## src/rtl/traffic_conflict_monitor.sv

```systemverilog
// traffic_conflict_monitor: safety stage between the two-way light sequencer and the lamp drivers.
//   Checks lights_a_i/lights_b_i every cycle for illegal patterns, green/amber
//   conflicts and out-of-order moves. Legal values reach the lamps one cycle later.
//   Any violation latches a fault and flashes both lamps red until fault_clear_i.
// Ports:
//   clk            clock
//   rst            asynchronous active-high reset
//   lights_a_i     sequencer direction A {green,amber,red}
//   lights_b_i     sequencer direction B {green,amber,red}
//   fault_clear_i  1-cycle pulse that leaves FAULT
//   lamp_a_o       registered lamp drive A
//   lamp_b_o       registered lamp drive B
//   fault_o        high while in FAULT
//   fault_code_o   0 none, 1 bad pattern, 2 conflict, 3 bad sequence
//   fault_count_o  saturating count of FAULT entries
module traffic_conflict_monitor #(
   parameter int STARTUP_CYCLES = 8,
   parameter int FLASH_HALF     = 4,
   parameter int CNT_W          = 8
) (
   input  logic             clk,
   input  logic             rst,
   input  logic [2:0]       lights_a_i,
   input  logic [2:0]       lights_b_i,
   input  logic             fault_clear_i,
   output logic [2:0]       lamp_a_o,
   output logic [2:0]       lamp_b_o,
   output logic             fault_o,
   output logic [1:0]       fault_code_o,
   output logic [CNT_W-1:0] fault_count_o
);
   localparam int SW = $clog2(STARTUP_CYCLES) + 1;
   localparam int FW = $clog2(FLASH_HALF) + 1;
   localparam logic [2:0] RED = 3'b001, RA = 3'b011, GRN = 3'b100, AMB = 3'b010, OFF = 3'b000;
   typedef enum logic [1:0] {STARTUP, NORMAL, FAULT} state_t;
   state_t state_q, state_d;
   logic [SW-1:0] cnt_q, cnt_d;
   logic [FW-1:0] fl_q, fl_d;
   logic ph_q, ph_d;
   logic [2:0] prev_a_q, prev_b_q, lamp_a_q, lamp_a_d, lamp_b_q, lamp_b_d;
   logic fault_q, fault_d;
   logic [1:0] code_q, code_d, code;
   logic [CNT_W-1:0] count_q, count_d;
   logic start_done, viol, fl_wrap, pass, dark;
   function automatic logic legal(input logic [2:0] p);
      return p inside {RED, RA, GRN, AMB};
   endfunction
   function automatic logic step_ok(input logic [2:0] p, input logic [2:0] c);
      return c == p || (p == RED && c == RA) || (p == RA && c == GRN) ||
             (p == GRN && c == AMB) || (p == AMB && c == RED);
   endfunction
   // Priority: pattern > conflict > sequence.
   assign code = (!legal(lights_a_i) || !legal(lights_b_i)) ? 2'd1 :
                 (lights_a_i != RED && lights_b_i != RED) ? 2'd2 :
                 (!step_ok(prev_a_q, lights_a_i) || !step_ok(prev_b_q, lights_b_i)) ? 2'd3 : 2'd0;
   assign viol = state_q == NORMAL && code != 2'd0;
   assign start_done = cnt_q == SW'(STARTUP_CYCLES);
   assign fl_wrap = fl_q == FW'(FLASH_HALF - 1);
   always_ff @(posedge clk or posedge rst)
      if (rst) begin
         state_q  <= STARTUP;
         cnt_q    <= '0;
         fl_q     <= '0;
         ph_q     <= 1'b0;
         prev_a_q <= RED;
         prev_b_q <= RED;
         lamp_a_q <= RED;
         lamp_b_q <= RED;
         fault_q  <= 1'b0;
         code_q   <= 2'd0;
         count_q  <= '0;
      end else begin
         state_q  <= state_d;
         cnt_q    <= cnt_d;
         fl_q     <= fl_d;
         ph_q     <= ph_d;
         prev_a_q <= lights_a_i;
         prev_b_q <= lights_b_i;
         lamp_a_q <= lamp_a_d;
         lamp_b_q <= lamp_b_d;
         fault_q  <= fault_d;
         code_q   <= code_d;
         count_q  <= count_d;
      end
   always_comb begin
      state_d = state_q;
      case (state_q)
         STARTUP: if (start_done && lights_a_i == RED && lights_b_i == RED) state_d = NORMAL;
         NORMAL:  if (viol) state_d = FAULT;
         FAULT:   if (fault_clear_i) state_d = STARTUP;
         default: state_d = STARTUP;
      endcase
   end
   // Lamp values are computed for the next cycle, so the flash phase uses ph_d.
   always_comb begin
      cnt_d    = (state_q != STARTUP) ? '0 : start_done ? cnt_q : cnt_q + SW'(1);
      fl_d     = (state_q == FAULT && !fl_wrap) ? fl_q + FW'(1) : '0;
      ph_d     = (state_q == FAULT) ? ph_q ^ fl_wrap : 1'b0;
      pass     = state_q == NORMAL && !viol;
      dark     = state_q == FAULT && !fault_clear_i && ph_d;
      lamp_a_d = pass ? lights_a_i : dark ? OFF : RED;
      lamp_b_d = pass ? lights_b_i : dark ? OFF : RED;
      fault_d  = state_d == FAULT;
      code_d   = viol ? code : (state_q == FAULT && fault_clear_i) ? 2'd0 : code_q;
      count_d  = (viol && count_q != '1) ? count_q + CNT_W'(1) : count_q;
   end
   assign lamp_a_o      = lamp_a_q;
   assign lamp_b_o      = lamp_b_q;
   assign fault_o       = fault_q;
   assign fault_code_o  = code_q;
   assign fault_count_o = count_q;
endmodule

```

## config.mk

```make
export PLATFORM = sky130hd
export DESIGN_NAME = traffic_conflict_monitor
export DESIGN_NICKNAME = d
export VERILOG_FILES = /design/src/rtl/traffic_conflict_monitor.sv
export SDC_FILE = /design/constraint.sdc
export NUM_CORES = 1
export LEC_CHECK = 0
export ABC_AREA = 1
export CORE_UTILIZATION = 25
export CTS_BUF_LIST = sky130_fd_sc_hd__clkbuf_4
export CTS_CLUSTER_DIAMETER = 120
export DETAILED_ROUTE_END_ITERATION = 7
export PLACE_DENSITY = 0.45
export SKIP_LAST_GASP = 1
export SLEW_MARGIN = 5
export SYNTH_ARGS = -nofsm -noshare
export SYNTH_HDL_FRONTEND = slang
export SYNTH_SLANG_ARGS = --single-unit
```

## constraint.sdc

```tcl
create_clock -name clk -period 2.15 [get_ports clk]
set_input_delay 0.645 -clock clk [delete_from_list [all_inputs] [get_ports clk]]
set_output_delay 0.645 -clock clk [all_outputs]
set_load 0.03 [all_outputs]
```

### Word-level counts from Yosys, hierarchy flattened

Index checks and enable logic that the tools add are counted.
Widths: inputs -> output; s select.

| storage, ports and cells | value |
|---|---|
| register bits after elaboration | 33 |
| input bits | 9 |
| output and inout port bits | 17 |
| logic and storage cells | 99 |

| cells by class | value |
|---|---|
| add/subtract/negate cells | 3 |
| eq/ne operators | 27 |
| multiplexer cells | 16 |
| bitwise logic cells | 1 |
| reductions and logical operators | 41 |

Operators by type and width:

| cell | number |
|---|---|
| $eq 3x2->1 const B | 9 |
| $logic_and 1x1->1 | 18 |
| $mux 2 | 8 |
| $eq 3x1->1 const B | 4 |
| $eq 3x3->1 const B | 4 |
| $logic_or 1x1->1 | 10 |
| $mux 3 | 3 |
| $add 8x1->8 const B | 1 |
| $mux 4 | 2 |
| $ne 8x8->1 const B | 1 |
| $reduce_bool 4->1 | 2 |
| $logic_not 1->1 | 7 |
| $eq 3x3->1 | 2 |
| $ne 3x1->1 const B | 2 |
| $pmux 2 s3 | 1 |
| $reduce_bool 2->1 | 3 |
| $add 4x1->4 const B | 1 |
| $eq 2x2->1 const B | 2 |
| $eq 4x4->1 const B | 1 |
| $add 3x1->3 const B | 1 |
| $eq 2x1->1 const B | 1 |
| $logic_not 2->1 | 1 |
| $mux 1 | 2 |
| $ne 2x1->1 const B | 1 |
| $xor 1x1->1 | 1 |

### Longest topological paths before layout

Gate-level depths: netlist of the first run.

| depth | value |
|---|---|
| depth after elaboration | 16 |
| mapped depth | 11 |
| depth with buffers taken out | 11 |

### Worst setup path after synthesis of the first run

OpenSTA, ideal clock, no wires.

| timing path | value |
|---|---|
| path type | flip-flop to flip-flop |
| start point | register count_q[1] (netlist: fault_count_o[1]) |
| end point | register count_q[2] (netlist: fault_count_o[2]) |
| arrival | 1511 ps |
| path slack | 573 ps |
| cell stages (with the launch flop) | 8 |
| buffers on the path | 0 |
| period minus slack after synthesis | 1577 ps |
| cells stage by stage | dfrtp_1 ha_1 nand4_1 nor2_1 nand2_1 nand3_4 nand2_1 nand2_1 |

| on the way | value |
|---|---|
| cells in the longest elaborated chain, start to end | 2 |

RTL lines:

| item | line | text |
|---|---|---|
| from (decl) | 43 | `logic [CNT_W-1:0] count_q, count_d;` |
| from (signal assigned) | 83 | `count_q <= count_d;` |
| parallel branches: the longest is 2 deep, another holds $add 8x1->8 | - |  |

Parallel ways; which one is timed is not known.
A chain may end at the register's enable or synchronous reset.

### Final worst setup path of the first run

| timing path | value |
|---|---|
| start point | register code_q[0] (netlist: fault_code_o[0]) |
| end point | output port fault_code_o[0] |

RTL lines:

| item | line | text |
|---|---|---|
| from (decl) | 42 | `logic [1:0] code_q, code_d, code;` |
| from (signal assigned) | 82 | `code_q <= code_d;` |
| to (decl) | 29 | `output logic [1:0] fault_code_o,` |

No word-level cell between the ends.

==> results of run 1 <==
## cells by family after synthesis
family                   synth area share
AO/OA/AOI/OAI                      0.0260
adder cells (fa/ha/maj)            0.0361
flip-flops                          0.479
buffers and inverters              0.0649
AND/OR/NAND/NOR                     0.348
XOR/XNOR                           0.0455
## through the flow
step / std cells / hold slack [ns] / TNS, ns / cell area [um2] / setup WS (ns)
finish: 336 / 0.443 / 0 / 2260 / 0.125
global route: 336 / 0.477 / 0 / 2260 / 0.0219
CTS: 336 / 0.449 / 0 / 2240 / 0.0101
detailed placement: 328 / 0.433 / -3.29 / 2190 / -0.210
global placement: 328 / 0.428 / -3.18 / 2190 / -0.202
floorplan: 213 / 0.410 / 0 / 1730 / 0.573
## cell usage after synthesis
master,number
o211ai_1,1
nor3_1,3
inv_1,23
o21ai_0,5
nor2_4,1
nand3_4,2
clkbuf_1,1
ha_1,5
nand4_1,11
dfstp_2,4
o21ai_1,1
o31ai_1,1
nand2_1,61
xnor2_1,5
inv_2,6
nand3_2,2
nand2_2,3
nand3_1,14
nand4_4,1
xor2_1,4
nor2_1,29
dfrtp_1,29
nor2_2,1
## placed cells by master (no fill, tap or decap), types with 6 or more instances in the layout
master / synthesis / routed
buf_4: 0 / 13
inv_2: 6 / 6
dfrtp_1: 29 / 29
inv_1: 23 / 23
nand4_1: 11 / 11
nand3_1: 14 / 14
nand2_1: 61 / 61
dlymetal6s2s_1: 0 / 6
clkbuf_4: 0 / 6
nor2_1: 29 / 29
clkdlybuf4s50_1: 0 / 15
## path summary, 6_finish.rpt
kind	start	end	slack, ns	cells after the start
worst max-delay path	fault_code_o[0]	fault_code_o[0]	0.12	1
min in group asynchronous	rst	fault_o	0.71	3
worst max register to register	fault_count_o[1]	fault_count_o[2]	0.55	7
worst min register to register	fl_q[0]	fl_q[0]	0.44	1
max in group asynchronous	rst	prev_a_q[0]	1.10	3
worst min-delay path	fl_q[0]	fl_q[0]	0.44	1
## power by group through the flow
stage / combinational [uW] / clock [uW] / sequential, uW
floorplan: 180 / 0 / 752
global placement: 289 / 0 / 744
detailed placement: 292 / 0 / 745
CTS: 294 / 373 / 733
global route: 333 / 408 / 741
finish: 287 / 348 / 732
## layout make-up
type	instances	share of cell area
Clock inverter	2	0.00443
Timing Repair Buffer	39	0.167
Multi-Input combinational cell	150	0.350
Sequential cell	33	0.368
Tap cell	77	0.0426
Clock buffer	6	0.0199
Inverter	29	0.0482
## sequential cells by signal, summed over array words and instances, names as in the netlist
register       flops
cnt_q              4
fault_code_o       2
fault_count_o      8
fault_o            1
fl_q               3
lamp_a_o           3
lamp_b_o           3
ph_q               1
prev_a_q           3
prev_b_q           3
state_q            2
## what timing repair did
action / 4_1_cts / 5_1_grt
setup endpoints to repair: 4 / 6
gates resized for setup: 4 / 6
pin swaps: 0 / 0
## routing by layer
metal  global-route usage  vias to the layer above  wire (um)
li1                     -                      770          -
met4               0.0500                        0         65
met5                    0                        -          0
met3               0.0311                        7        168
met1                0.147                      640       1860
met2                0.159                       28       1520
==> results.yml, run 1 <==
route:
  avgViaCountPerCell: 4.30
  drc_errors: 0
  wl_per_cell_um: 10.8
  drt_iter0_markers: 30
  drt-total-wl_um: 3610
  num_vias: 1445
  drtPass1Iterations: 4
  drtAntennaViolNets: 0
timing:
  post-route-period-util: 0.942
  worstMarginPinSlew_ns: 0.468
  slew_headroom: 0.688
  rsz0062_at_grt: "no"
  clock_skew_ns: 0.00523
  setup_viol: 0
  fmax_mhz: 494
  finalHoldViolCount: 0
  slew_violations: 0
  finalCriticalPeriod_ns: 2.03
clocking:
  postCtsSetupBuffers: 0
  cts_buffer_depth: 2
  path_clk_slew_ns: 0.10
  cts_made_buffers: 5
  htreeDepth: 2
  clock_latency_ns: 0.33
  cts_tree: "yes"
  cts-root-buf: "clkbuf_4"
  clkSinkCount: 33
  ctsHoldBuffers: 0
critical_path:
  critPathLaunchType: "flip-flop"
  cp_num_buf_inv: 1
  worstPathArrival_ns: 1.38
  worstPathCellList: "clkdlybuf4s50_1"
  cpMaxStageDelayCell: "clkdlybuf4s50_1"
  path_delay_family: "buffers and inverters"
  cp-end-kind: "output port"
  critPathMaxStageDelay_ns: 0.67
  critical_path_class: "flip-flop to output port"
  required_ns: 1.50
  cp_max_fo: 2
layout:
  diodes: 0
  fin_nets: 272
  register_area_um2: 831
  syn2layout_area_growth_pct: 30.3
  final.fill_count: 698
  multi_input_comb_area_um2: 791
  layout-drive-gt1-share: 0.162
  finish.utilization: 0.346
power_and_ir_drop:
  internal_power_uw: 943
  ir_worst_vdd_mv: 0.205
  p_leak_uw: 0.00125
  pwr-share-comb: 0.210
  seqPwrFrac: 0.536
  swShare: 0.310
  p_clk_frac: 0.255
  power_switching_uw: 424
  cellPowerDensity_nw_per_um2: 605
  total_power_uw: 1370
logic_synthesis:
  syn_inst: 213
  avgSynthCellArea_um2: 8.14
  synth-seq-cells: 33
  yosysWarnings: 0
  syn_nets: 227
  synth.top_cell.area_share: 0.418
  yosysSeqAreaShare: 0.479
  synthTopCellsByArea: "dfrtp_1 (42%), nand2_1 (13%), nor2_1 (6.3%)"
  synthDistinctLibCells: 23
  synth_top_area_cell: "dfrtp_1"
  synth_area_um2: 1730
global_route:
  grt_antenna_before_repair: 0
  globalRouteOverflowTotal: 0
  grt_max_degree: 34
  grt_usage: 0.108
  grt_pass1_vias: 1366
  grt_pass1_wl_um: 6140
status:
  status: "finished, final reports clean"
die:
  die_area_um2: 7270
  io_pins: 26
  die_x_um: 85.3
  die_h_um: 85.3
  initial_core_util: 0.266
  num_rows: 29
  coreArea_um2: 6530
hold_path:
  hold_path.class: "flip-flop to flip-flop"
place:
  port_buffers: 25
  gp_congestion: 0.835
  place_hpwl_um: 2690
run:
  cap_violations: 0
No activity file was read; power rests on OpenSTA's default activity.
==> run 2: changes to the inputs <==
Settings changed: ABC_CLOCK_PERIOD_IN_PS set to 2150.
==> results of run 2 <==
Same layout as run 1: the final DEF is identical, and so are final timing and power.
==> run 3: changes to the inputs <==
Settings changed: CAP_MARGIN set to 0.
==> results of run 3 <==
Same layout as run 1: the final DEF is identical, and so are final timing and power.
